[config.mk]
export PLATFORM = sky130hd
export DESIGN_NAME = stack_ctrl
export DESIGN_NICKNAME = d
export VERILOG_FILES = /design/src/rtl/stack_ctrl_pkg.sv /design/src/rtl/stack_alu.sv /design/src/rtl/stack_ctrl.sv
export SDC_FILE = /design/constraint.sdc
export NUM_CORES = 1
export LEC_CHECK = 0
export CORE_ASPECT_RATIO = 0.75
export CORE_MARGIN = 5
export CORE_UTILIZATION = 60
export DETAILED_ROUTE_END_ITERATION = 8
export PLACE_DENSITY_LB_ADDON = 0.05
export SETUP_SLACK_MARGIN = 0.5
export SYNTH_ARGS = -nofsm -noshare
export SYNTH_HDL_FRONTEND = slang
export SYNTH_HIERARCHICAL = 1
export SYNTH_SLANG_ARGS = --single-unit
[constraint.sdc]
create_clock -name clk -period 5.8 [get_ports clk]
set_clock_uncertainty 0.05 [all_clocks]
set_input_delay 0.58 -clock clk [delete_from_list [all_inputs] [get_ports clk]]
set_output_delay 0.58 -clock clk [all_outputs]
set_load 0.05 [all_outputs]
[src/rtl/stack_ctrl_pkg.sv]
// Shared definitions for the stack controller.
//   cmd_e   : command encoding on the cmd port
//   state_e : controller FSM states
//   DEFAULT_DEPTH / DEFAULT_WIDTH : default stack geometry
package stack_ctrl_pkg;

  typedef enum logic [2:0] {
    CMD_NOP    = 3'd0,
    CMD_PUSH   = 3'd1,
    CMD_POP    = 3'd2,
    CMD_ADD    = 3'd3,
    CMD_SUB    = 3'd4,
    CMD_SWAP   = 3'd5,
    CMD_DUP    = 3'd6,
    CMD_CLRERR = 3'd7
  } cmd_e;

  typedef enum logic [1:0] {
    ST_IDLE = 2'd0,
    ST_EXEC = 2'd1,
    ST_RESP = 2'd2
  } state_e;

  localparam int DEFAULT_DEPTH = 8;
  localparam int DEFAULT_WIDTH = 4;

endpackage

[src/rtl/stack_alu.sv]
// Combinational add/subtract for the two top stack entries.
//   a      : second entry (left operand)
//   b      : top entry (right operand)
//   sub    : 0 = a+b, 1 = a-b
//   result : result mod 2^WIDTH
//   carry  : carry-out on add, borrow (a<b) on subtract
module stack_alu
  import stack_ctrl_pkg::*;
#(
  parameter int WIDTH = DEFAULT_WIDTH
) (
  input  logic [WIDTH-1:0] a,
  input  logic [WIDTH-1:0] b,
  input  logic             sub,
  output logic [WIDTH-1:0] result,
  output logic             carry
);

  logic [WIDTH:0] ext;

  // One extra bit: on subtract it wraps to 1 exactly when a < b.
  always_comb begin
    ext    = sub ? ({1'b0, a} - {1'b0, b}) : ({1'b0, a} + {1'b0, b});
    result = ext[WIDTH-1:0];
    carry  = ext[WIDTH];
  end

endmodule

[src/rtl/stack_ctrl.sv]
// Stack controller: accepts one command at a time, executes it against a
// DEPTH x WIDTH register stack, and returns the new top as a response.
//   clk, rst_n                    : clock, async active-low reset
//   in_valid/in_ready/cmd/in_data : command channel
//   push/pop/popmath/popswap      : one-cycle cell control pulses (EXEC only)
//   prevnext                      : swap direction, 1 only during an executed SWAP
//   mathdata                      : ALU result to the top cell during ADD/SUB
//   top/count/full/empty          : live stack status
//   out_valid/out_ready/out_data  : response channel (top after the command)
//   carry, err_ovf, err_unf       : last math carry/borrow, sticky errors
//
// state   | meaning
// --------+-----------------------------------------------------------
// IDLE    | ready for a command; latch cmd/in_data on acceptance
// EXEC    | one cycle: pulse, update storage/count/flags
// RESP    | present top on out_data until out_ready
module stack_ctrl
  import stack_ctrl_pkg::*;
#(
  parameter int DEPTH = DEFAULT_DEPTH,
  parameter int WIDTH = DEFAULT_WIDTH
) (
  input  logic                       clk,
  input  logic                       rst_n,
  input  logic                       in_valid,
  output logic                       in_ready,
  input  logic [2:0]                 cmd,
  input  logic [WIDTH-1:0]           in_data,
  output logic                       push,
  output logic                       pop,
  output logic                       popmath,
  output logic                       popswap,
  output logic                       prevnext,
  output logic [WIDTH-1:0]           mathdata,
  output logic [WIDTH-1:0]           top,
  output logic [$clog2(DEPTH+1)-1:0] count,
  output logic                       full,
  output logic                       empty,
  output logic                       out_valid,
  input  logic                       out_ready,
  output logic [WIDTH-1:0]           out_data,
  output logic                       carry,
  output logic                       err_ovf,
  output logic                       err_unf
);

  localparam int CW = $clog2(DEPTH+1);
  localparam int AW = (DEPTH > 1) ? $clog2(DEPTH) : 1;
  localparam logic [CW-1:0] DEPTH_C = CW'(DEPTH);

  state_e           state_q, state_d;
  cmd_e             cmd_q, cmd_d;
  logic [WIDTH-1:0] data_q, data_d;
  logic [WIDTH-1:0] mem_q [DEPTH];
  logic [WIDTH-1:0] mem_d [DEPTH];
  logic [CW-1:0]    count_q, count_d;
  logic             carry_q, carry_d;
  logic             err_ovf_q, err_ovf_d;
  logic             err_unf_q, err_unf_d;

  logic [AW-1:0]    wr_idx, top_idx, sec_idx;
  logic             is_full, is_empty, lt2;
  logic [WIDTH-1:0] alu_res;
  logic             alu_carry;

  // Indices only matter when the guarding count check passes, so the
  // wrap-around at count 0/1 is harmless.
  assign wr_idx   = AW'(count_q);
  assign top_idx  = AW'(count_q - CW'(1));
  assign sec_idx  = AW'(count_q - CW'(2));
  assign is_full  = (count_q == DEPTH_C);
  assign is_empty = (count_q == '0);
  assign lt2      = (count_q < CW'(2));

  stack_alu #(.WIDTH(WIDTH)) u_alu (
    .a      (mem_q[sec_idx]),
    .b      (mem_q[top_idx]),
    .sub    (cmd_q == CMD_SUB),
    .result (alu_res),
    .carry  (alu_carry)
  );

  assign top      = is_empty ? '0 : mem_q[top_idx];
  assign count    = count_q;
  assign full     = is_full;
  assign empty    = is_empty;
  assign out_data = out_valid ? top : '0;
  assign carry    = carry_q;
  assign err_ovf  = err_ovf_q;
  assign err_unf  = err_unf_q;

  always_comb begin
    state_d   = state_q;
    cmd_d     = cmd_q;
    data_d    = data_q;
    mem_d     = mem_q;
    count_d   = count_q;
    carry_d   = carry_q;
    err_ovf_d = err_ovf_q;
    err_unf_d = err_unf_q;
    in_ready  = 1'b0;
    out_valid = 1'b0;
    push      = 1'b0;
    pop       = 1'b0;
    popmath   = 1'b0;
    popswap   = 1'b0;
    prevnext  = 1'b0;
    mathdata  = '0;

    case (state_q)
      ST_IDLE: begin
        in_ready = 1'b1;
        if (in_valid) begin
          cmd_d   = cmd_e'(cmd);
          data_d  = in_data;
          state_d = ST_EXEC;
        end
      end

      ST_EXEC: begin
        state_d = ST_RESP;
        case (cmd_q)
          CMD_PUSH: begin
            if (is_full) err_ovf_d = 1'b1;
            else begin
              push           = 1'b1;
              mem_d[wr_idx]  = data_q;
              count_d        = count_q + CW'(1);
            end
          end
          CMD_DUP: begin
            if (is_empty)     err_unf_d = 1'b1;
            else if (is_full) err_ovf_d = 1'b1;
            else begin
              push           = 1'b1;
              mem_d[wr_idx]  = mem_q[top_idx];
              count_d        = count_q + CW'(1);
            end
          end
          CMD_POP: begin
            if (is_empty) err_unf_d = 1'b1;
            else begin
              pop            = 1'b1;
              mem_d[top_idx] = '0;
              count_d        = count_q - CW'(1);
            end
          end
          CMD_ADD, CMD_SUB: begin
            if (lt2) err_unf_d = 1'b1;
            else begin
              popmath        = 1'b1;
              mathdata       = alu_res;
              mem_d[sec_idx] = alu_res;
              mem_d[top_idx] = '0;
              count_d        = count_q - CW'(1);
              carry_d        = alu_carry;
            end
          end
          CMD_SWAP: begin
            if (lt2) err_unf_d = 1'b1;
            else begin
              popswap        = 1'b1;
              prevnext       = 1'b1;
              mem_d[sec_idx] = mem_q[top_idx];
              mem_d[top_idx] = mem_q[sec_idx];
            end
          end
          CMD_CLRERR: begin
            err_ovf_d = 1'b0;
            err_unf_d = 1'b0;
          end
          default: ;
        endcase
      end

      ST_RESP: begin
        out_valid = 1'b1;
        if (out_ready) state_d = ST_IDLE;
      end

      default: state_d = ST_IDLE;
    endcase
  end

  always_ff @(posedge clk or negedge rst_n) begin
    if (!rst_n) begin
      state_q   <= ST_IDLE;
      cmd_q     <= CMD_NOP;
      data_q    <= '0;
      count_q   <= '0;
      carry_q   <= 1'b0;
      err_ovf_q <= 1'b0;
      err_unf_q <= 1'b0;
      for (int i = 0; i < DEPTH; i++) mem_q[i] <= '0;
    end else begin
      state_q   <= state_d;
      cmd_q     <= cmd_d;
      data_q    <= data_d;
      count_q   <= count_d;
      carry_q   <= carry_d;
      err_ovf_q <= err_ovf_d;
      err_unf_q <= err_unf_d;
      mem_q     <= mem_d;
    end
  end

endmodule

# After elaboration in Yosys (flattened, before gate mapping)
# Index checks and enable logic that the tools add are counted.
classes:
  n_addsub: 5
  order_cmp: 7
  n_eq_ne: 20
  mux: 58
  bitwise: 7
  n_reduce_logical: 19
op_table:
  columns: ["cell", "n"]
  rows:
  - ["two-way mux 32 bit", 6]
  - ["bitwise mux 32 bit", 5]
  - ["one-hot mux 32 bit (5 select lines)", 1]
  - ["bitwise AND 32 bit", 2]
  - ["two-way mux 4 bit", 16]
  - ["demux 4 bit (select 3 bit)", 3]
  - ["inverter 32 bit", 1]
  - ["binary-select mux 4 bit (select 3 bit)", 2]
  - ["two-way mux 1 bit", 17]
  - ["!= test 2 bit (second input constant)", 8]
  - ["one-hot mux 4 bit (4 select lines)", 1]
  - ["== test 3 bit (second input constant)", 4]
  - [">= comparator 4 bit (second input constant)", 3]
  - ["< comparator 4 x 1 -> 1 bit (second input constant)", 3]
  - ["inverter 3 -> 4 bit", 3]
  - ["AND reduction 8 bit", 1]
  - ["== test 3 x 2 -> 1 bit (second input constant)", 2]
  - ["one-hot mux 1 bit (3 select lines)", 2]
  - ["one-hot mux 2 bit (3 select lines)", 1]
  - ["AND reduction 3 bit", 2]
  - ["nonzero test 3 bit", 2]
  - ["adder 4 x 4 -> 5 bit", 1]
  - ["two-way mux 5 bit", 1]
  - ["AND reduction 5 bit", 1]
  - ["other kinds (22)", 28]
totals:
  register_bits: 48
  input_bits: 11
  output_inout_bits: 28
  word_cells: 131

# Depth between registers and ports, before layout
logic_depth:
  depth_word: 11
  mapped_depth: 20
  mapped_depth_nobuf: 17

# By module
# Netlist, hierarchy kept.
modules_own_cells:
  columns: ["mod", "n_inst", "cells_each", "area_per_inst_um2", "seq_area_each_um2"]
  rows:
  - ["stack_ctrl", 1, 528, 4389.2, 1201.2]
  - ["stack_alu", 1, 27, 209.0, 0.0]

# Worst setup path after synthesis
# No wires, ideal clock.
synth_timing:
  kind: "reg-to-output"
  from: "reg count_q[0] (netlist: count[0])"
  to: "out mathdata[3]"
  t_arrival_ps: 4564
  t_required_ps: 5170
  slack_ps: 606
  path_stages_with_launch: 18
  n_path_buf: 4
  cell_sequence: "dfrtp_1 > buf_2 > buf_4 > clkinv_1 > buf_2 > ha_1 > clkbuf_1 > mux4_2 > mux2_2 > inv_1 > ha_1 > nor2_1 > xnor2_1 > ha_1 > a21oi_1 > nand2_1 > xor2_1 > and2_1"
synth_via:
  elab_chain_len: 10
  elab_cells_between_ends: 17
  classes_between: "add/sub: 4; order compare: 1; mux: 10; bitwise: 2"
synth_rtl:
  columns: ["item", "line", "rtl"]
  rows:
  - ["start, declared", "stack_ctrl.sv:56", "logic [CW-1:0] count_q, count_d;"]
  - ["start signal, assigned", "stack_ctrl.sv:199", "count_q <= count_d;"]
  - ["subtractor 4 x 1 -> 4 bit or subtractor 3 x 2 -> 3 bit (tied branches)", null, null]
  - ["inverter 3 -> 4 bit (on tied branches)", "stack_ctrl.sv:77, stack_ctrl.sv:76", null]
  - ["binary-select mux 4 bit (select 3 bit) (on tied branches)", "stack_ctrl.sv:77, stack_ctrl.sv:76", null]
  - ["two-way mux 4 bit (on tied branches) (2 in series)", "stack_ctrl.sv:77, stack_ctrl.sv:76", null]
  - ["adder 4 x 4 -> 5 bit or subtractor 4 x 4 -> 5 bit (tied branches)", "stack_alu.sv:23", "ext = sub ? ({1'b0, a} - {1'b0, b}) : ({1'b0, a} + {1'b0, b});"]
  - ["two-way mux 5 bit *", "stack_alu.sv:23", null]
  - ["via alu_res[3]", "stack_ctrl.sv:63", "logic [WIDTH-1:0] alu_res;"]
  - ["two-way mux 4 bit *", "stack_ctrl.sv:149", "if (lt2) err_unf_d = 1'b1;"]
  - ["two-way mux 4 bit *", "stack_ctrl.sv:122", "case (cmd_q)"]
  - ["two-way mux 4 bit *", "stack_ctrl.sv:110", "case (state_q)"]
  - ["end, declared", "stack_ctrl.sv:34", "output logic [WIDTH-1:0] mathdata,"]
# Mark *: on every way through the listed nets, which the timed path passes. The rest lies on a longest branch. The select of a mux whose other input is x is not followed.

# Worst setup path in the final report
layout_timing:
  from: "reg count_q[0] (netlist: count[0])"
  to: "out mathdata[2]"
# The elaborated chain is that of the path after synthesis.

==> run_results.csv <==
group,metric,value,unit
run_status,status,"finished with violations",
run_status,violations,"design-rule violations",
global_routing,grt_overflow_total,0,
global_routing,grt.busiest_layer,"met2",
clock_network,root_buffer,"clkbuf_8",
synth,ys_seq_area_frac,0.261,
sta,fmax,195,MHz
critical_path,critPathMaxStageDelay,660,ps
clock_network,clk_latency,330,ps
placed_design,numPortBuffers,38,
floorplan,die_area,9530,µm²
global_routing,grt_start_max_net_pins,49,
placed_design,dp_slack,1020,ps
clock_network,ctsHtreeMaxLevel,2,
sta,fin_crit_sh,0.885,
route,avgViaCountPerCell,7.87,
synth,synth_top_flop_cell,"dfrtp_1",
floorplan,ios,39,
clock_network,cts_max_path_buffers,2,
floorplan,die_w,111,µm
synth,syn-cell-area,4600,µm²
flow_run,drv_cap,0,
sta,finalCriticalPeriod,5140,ps
synth,synth_edf_count,0,
clock_network,cts_num_sinks,48,
synth,synth-adder-area-share,0.0343,
sta,relSlewSlack,0.136,
sta,worst_slack,664,ps
sta,rsz0062_at_grt,"false",
synth,synthTopCellsByCount,"nand2_1, dfrtp_1, o21ai_0, nor2_1, a21oi_1",
synth,synth_top_family_by_area,"compound AO/OA/AOI/OAI gates",
sta,worst_pin_slew,1290,ps
finish,layout-drive-gt1-share,0.107,
clock_network,postCtsSetupRepairBufs,0,
clock_network,clk_pin_slew,100,ps
worst_hold_path,hp-class,"primary input to asynchronous set/reset pin",
clock_network,post_cts_resized,0,
synth,synthMuxAreaShare,0.117,
critical_path,path_buf_inv,4,
global_routing,use_met1,0.498,
critical_path,cp_slowest_cell,"or4_4",
sta,tns,0,ps
clock_network,cts_buffers,5,
critical_path,startpoint_type,"register",
placed_design,post_dp_cell_area,5020,µm²
global_routing,grt_antenna_before_repair,0,
floorplan,start_util,0.622,
global_routing,first_global_vias,4992,
route,wirelength,18100,µm
synth,async_reset_ff_frac,1.00,
sta,finalHoldViolCount,0,
synth,synthSimpleGateAreaFrac,0.200,
clock_network,holdBufCountCts,0,
route,antenna_left,0,
critical_path,endpoint_kind,"output pin",
global_routing,grt_use_total,0.377,
synth,ys_types,69,
synth,postSynthCellCount,555,
synth,synth_top_area_share,0.261,
finish,layout.nets,592,
sta,setup_viol,0,
global_routing,grt_use_met3,0.161,
route,vias,5282,
critical_path,critPathTopFamily,"adder cells",
finish,fin_area,5120,µm²
route,drtPass1Iterations,9,
critical_path,critPathArrivalTime,4510,ps
synth,synth_nets,578,
global_routing,grtUsageMet2,0.530,
synth,syn-mean-instance-area,8.28,µm²
synth,synthXorXnorAreaFrac,0.0242,
synth,synthTopCellsByArea,"dfrtp_1, mux4_2, o21ai_0, nand2_1, o22ai_1",
placed_design,place_hpwl,12900,µm
clock_network,cts_tree,"yes",
floorplan,core-area,7400,µm²
floorplan,fp-row-count,27,
synth,synthMostInstantiatedCell,"nand2_1",
sta,whs,398,ps
floorplan,die_height,85.8,µm
route,drtIter0Drc,1183,
critical_path,crit_top_cell,"inv_1",
route,wl_per_cell,27.0,µm
synth,yosysTopAreaCell,"dfrtp_1",
sta,slew_viol_final,0,
route,remaining_drc_errors,48,
synth,synth_seq_cells,48,
synth,yosys_warnings,6,
critical_path,required,5170,ps
critical_path,crit_chain,"clkinv_1 > ha_2 > inv_1 > o2111a_1 > or4_4 > inv_1 > xnor2_1 > ha_1 > xor2_1 > and2_1 > buf_12",
critical_path,crit_type,"register to output pin",
critical_path,crit_fanout,15,
finish,antennaDiodeCount,0,
synth,synth_compound_area_frac,0.308,
placed_design,gp_congestion,1.13,
global_routing,grt_pass1_wl,28000,µm
finish,area_growth,11.5,%
==> final timing paths <==
path                       startpoint                         end  slack (ps)  cells after the start
max in group asynchronous       rst_n  asynchronous set/reset pin        4630                      1
min in group clk              err_unf                     err_unf         450                      1
hold / removal                  rst_n                  state_q[1]         400                      1
setup / recovery             count[0]                 mathdata[2]         660                     11
setup reg to reg             count[0]                    register         970                     14
hold reg to reg               err_unf                     err_unf         450                      1
==> area by class of cell <==
type,instances,area [µm²]
Clock buffer,6,82.6
Clock inverter,2,15.0
Fill cell,608,2270
Inverter,22,82.6
Multi-Input combinational cell,448,3150
Sequential cell,48,1200
Tap cell,101,126
Timing Repair Buffer,44,468
==> through the flow <==
stage | instances | utilization
2_1_floorplan | 555 | -
3_3_place_gp | 663 | 0.679
3_5_place_dp | 663 | 0.679
4_1_cts | 671 | 0.692
5_1_grt | 671 | 0.693
6_report | 671 | 0.693
==> layout by cell type, fill, tap and decap left out, types with 3 or more instances in the layout <==
master / synthesis / final
o22ai_1: 26 / 26
nor2_1: 35 / 34
xor2_1: 3 / 3
xnor2_1: 6 / 6
dfrtp_1: 48 / 48
inv_1: 20 / 20
o2bb2ai_1: 7 / 7
a22o_1: 8 / 8
nor3_1: 17 / 17
o31ai_1: 6 / 6
and2_1: 11 / 11
a211oi_1: 8 / 8
nand3b_1: 4 / 4
nand3_1: 21 / 21
nand2b_1: 6 / 6
mux2i_1: 11 / 10
o21ai_1: 4 / 4
or3_1: 3 / 3
and3_1: 7 / 7
clkdlybuf4s50_1: 0 / 31
mux4_2: 14 / 14
or2_2: 3 / 3
a221o_1: 3 / 3
nand4_1: 3 / 3
clkbuf_8: 0 / 6
a2111oi_0: 4 / 4
a221oi_1: 15 / 15
a31oi_1: 5 / 5
ha_1: 11 / 10
buf_12: 0 / 5
o221ai_1: 12 / 12
nor2b_1: 12 / 12
o211ai_1: 7 / 7
mux2_2: 10 / 10
nand2_1: 54 / 54
a21oi_1: 30 / 30
buf_4: 3 / 7
o21ai_0: 42 / 42
==> kinds of logic (layout without fill, tap and decap cells) <==
family	Yosys count	after routing
compound gates	204	204
simple gates	186	186
buf+inv	59	74
fa+ha+maj	12	12
mux	35	35
xor+xnor	11	11
flops	48	48
==> worst register-to-register path, cell delays in order, from the launching register on <==
cell and delay (ps):
dfrtp_1 520, clkinv_1 170, ha_2 560, inv_1 280, o2111a_1 200, or4_4 660
inv_1 310, xnor2_1 160, ha_1 380, xor2_1 500, a21bo_2 370, o22ai_1 200
o21bai_1 140, a21oi_1 90, o21ai_0 150
==> layer usage <==
metal / routed length (µm) / vias up
li1: - / 2177
met5: 0 / -
met2: 7080 / 569
met3: 3180 / 143
met4: 1220 / 0
met1: 6660 / 2393
Power is left out: the tool's default activity adds up to more than one toggle a clock period on the data nets, which glitch-free logic cannot reach.
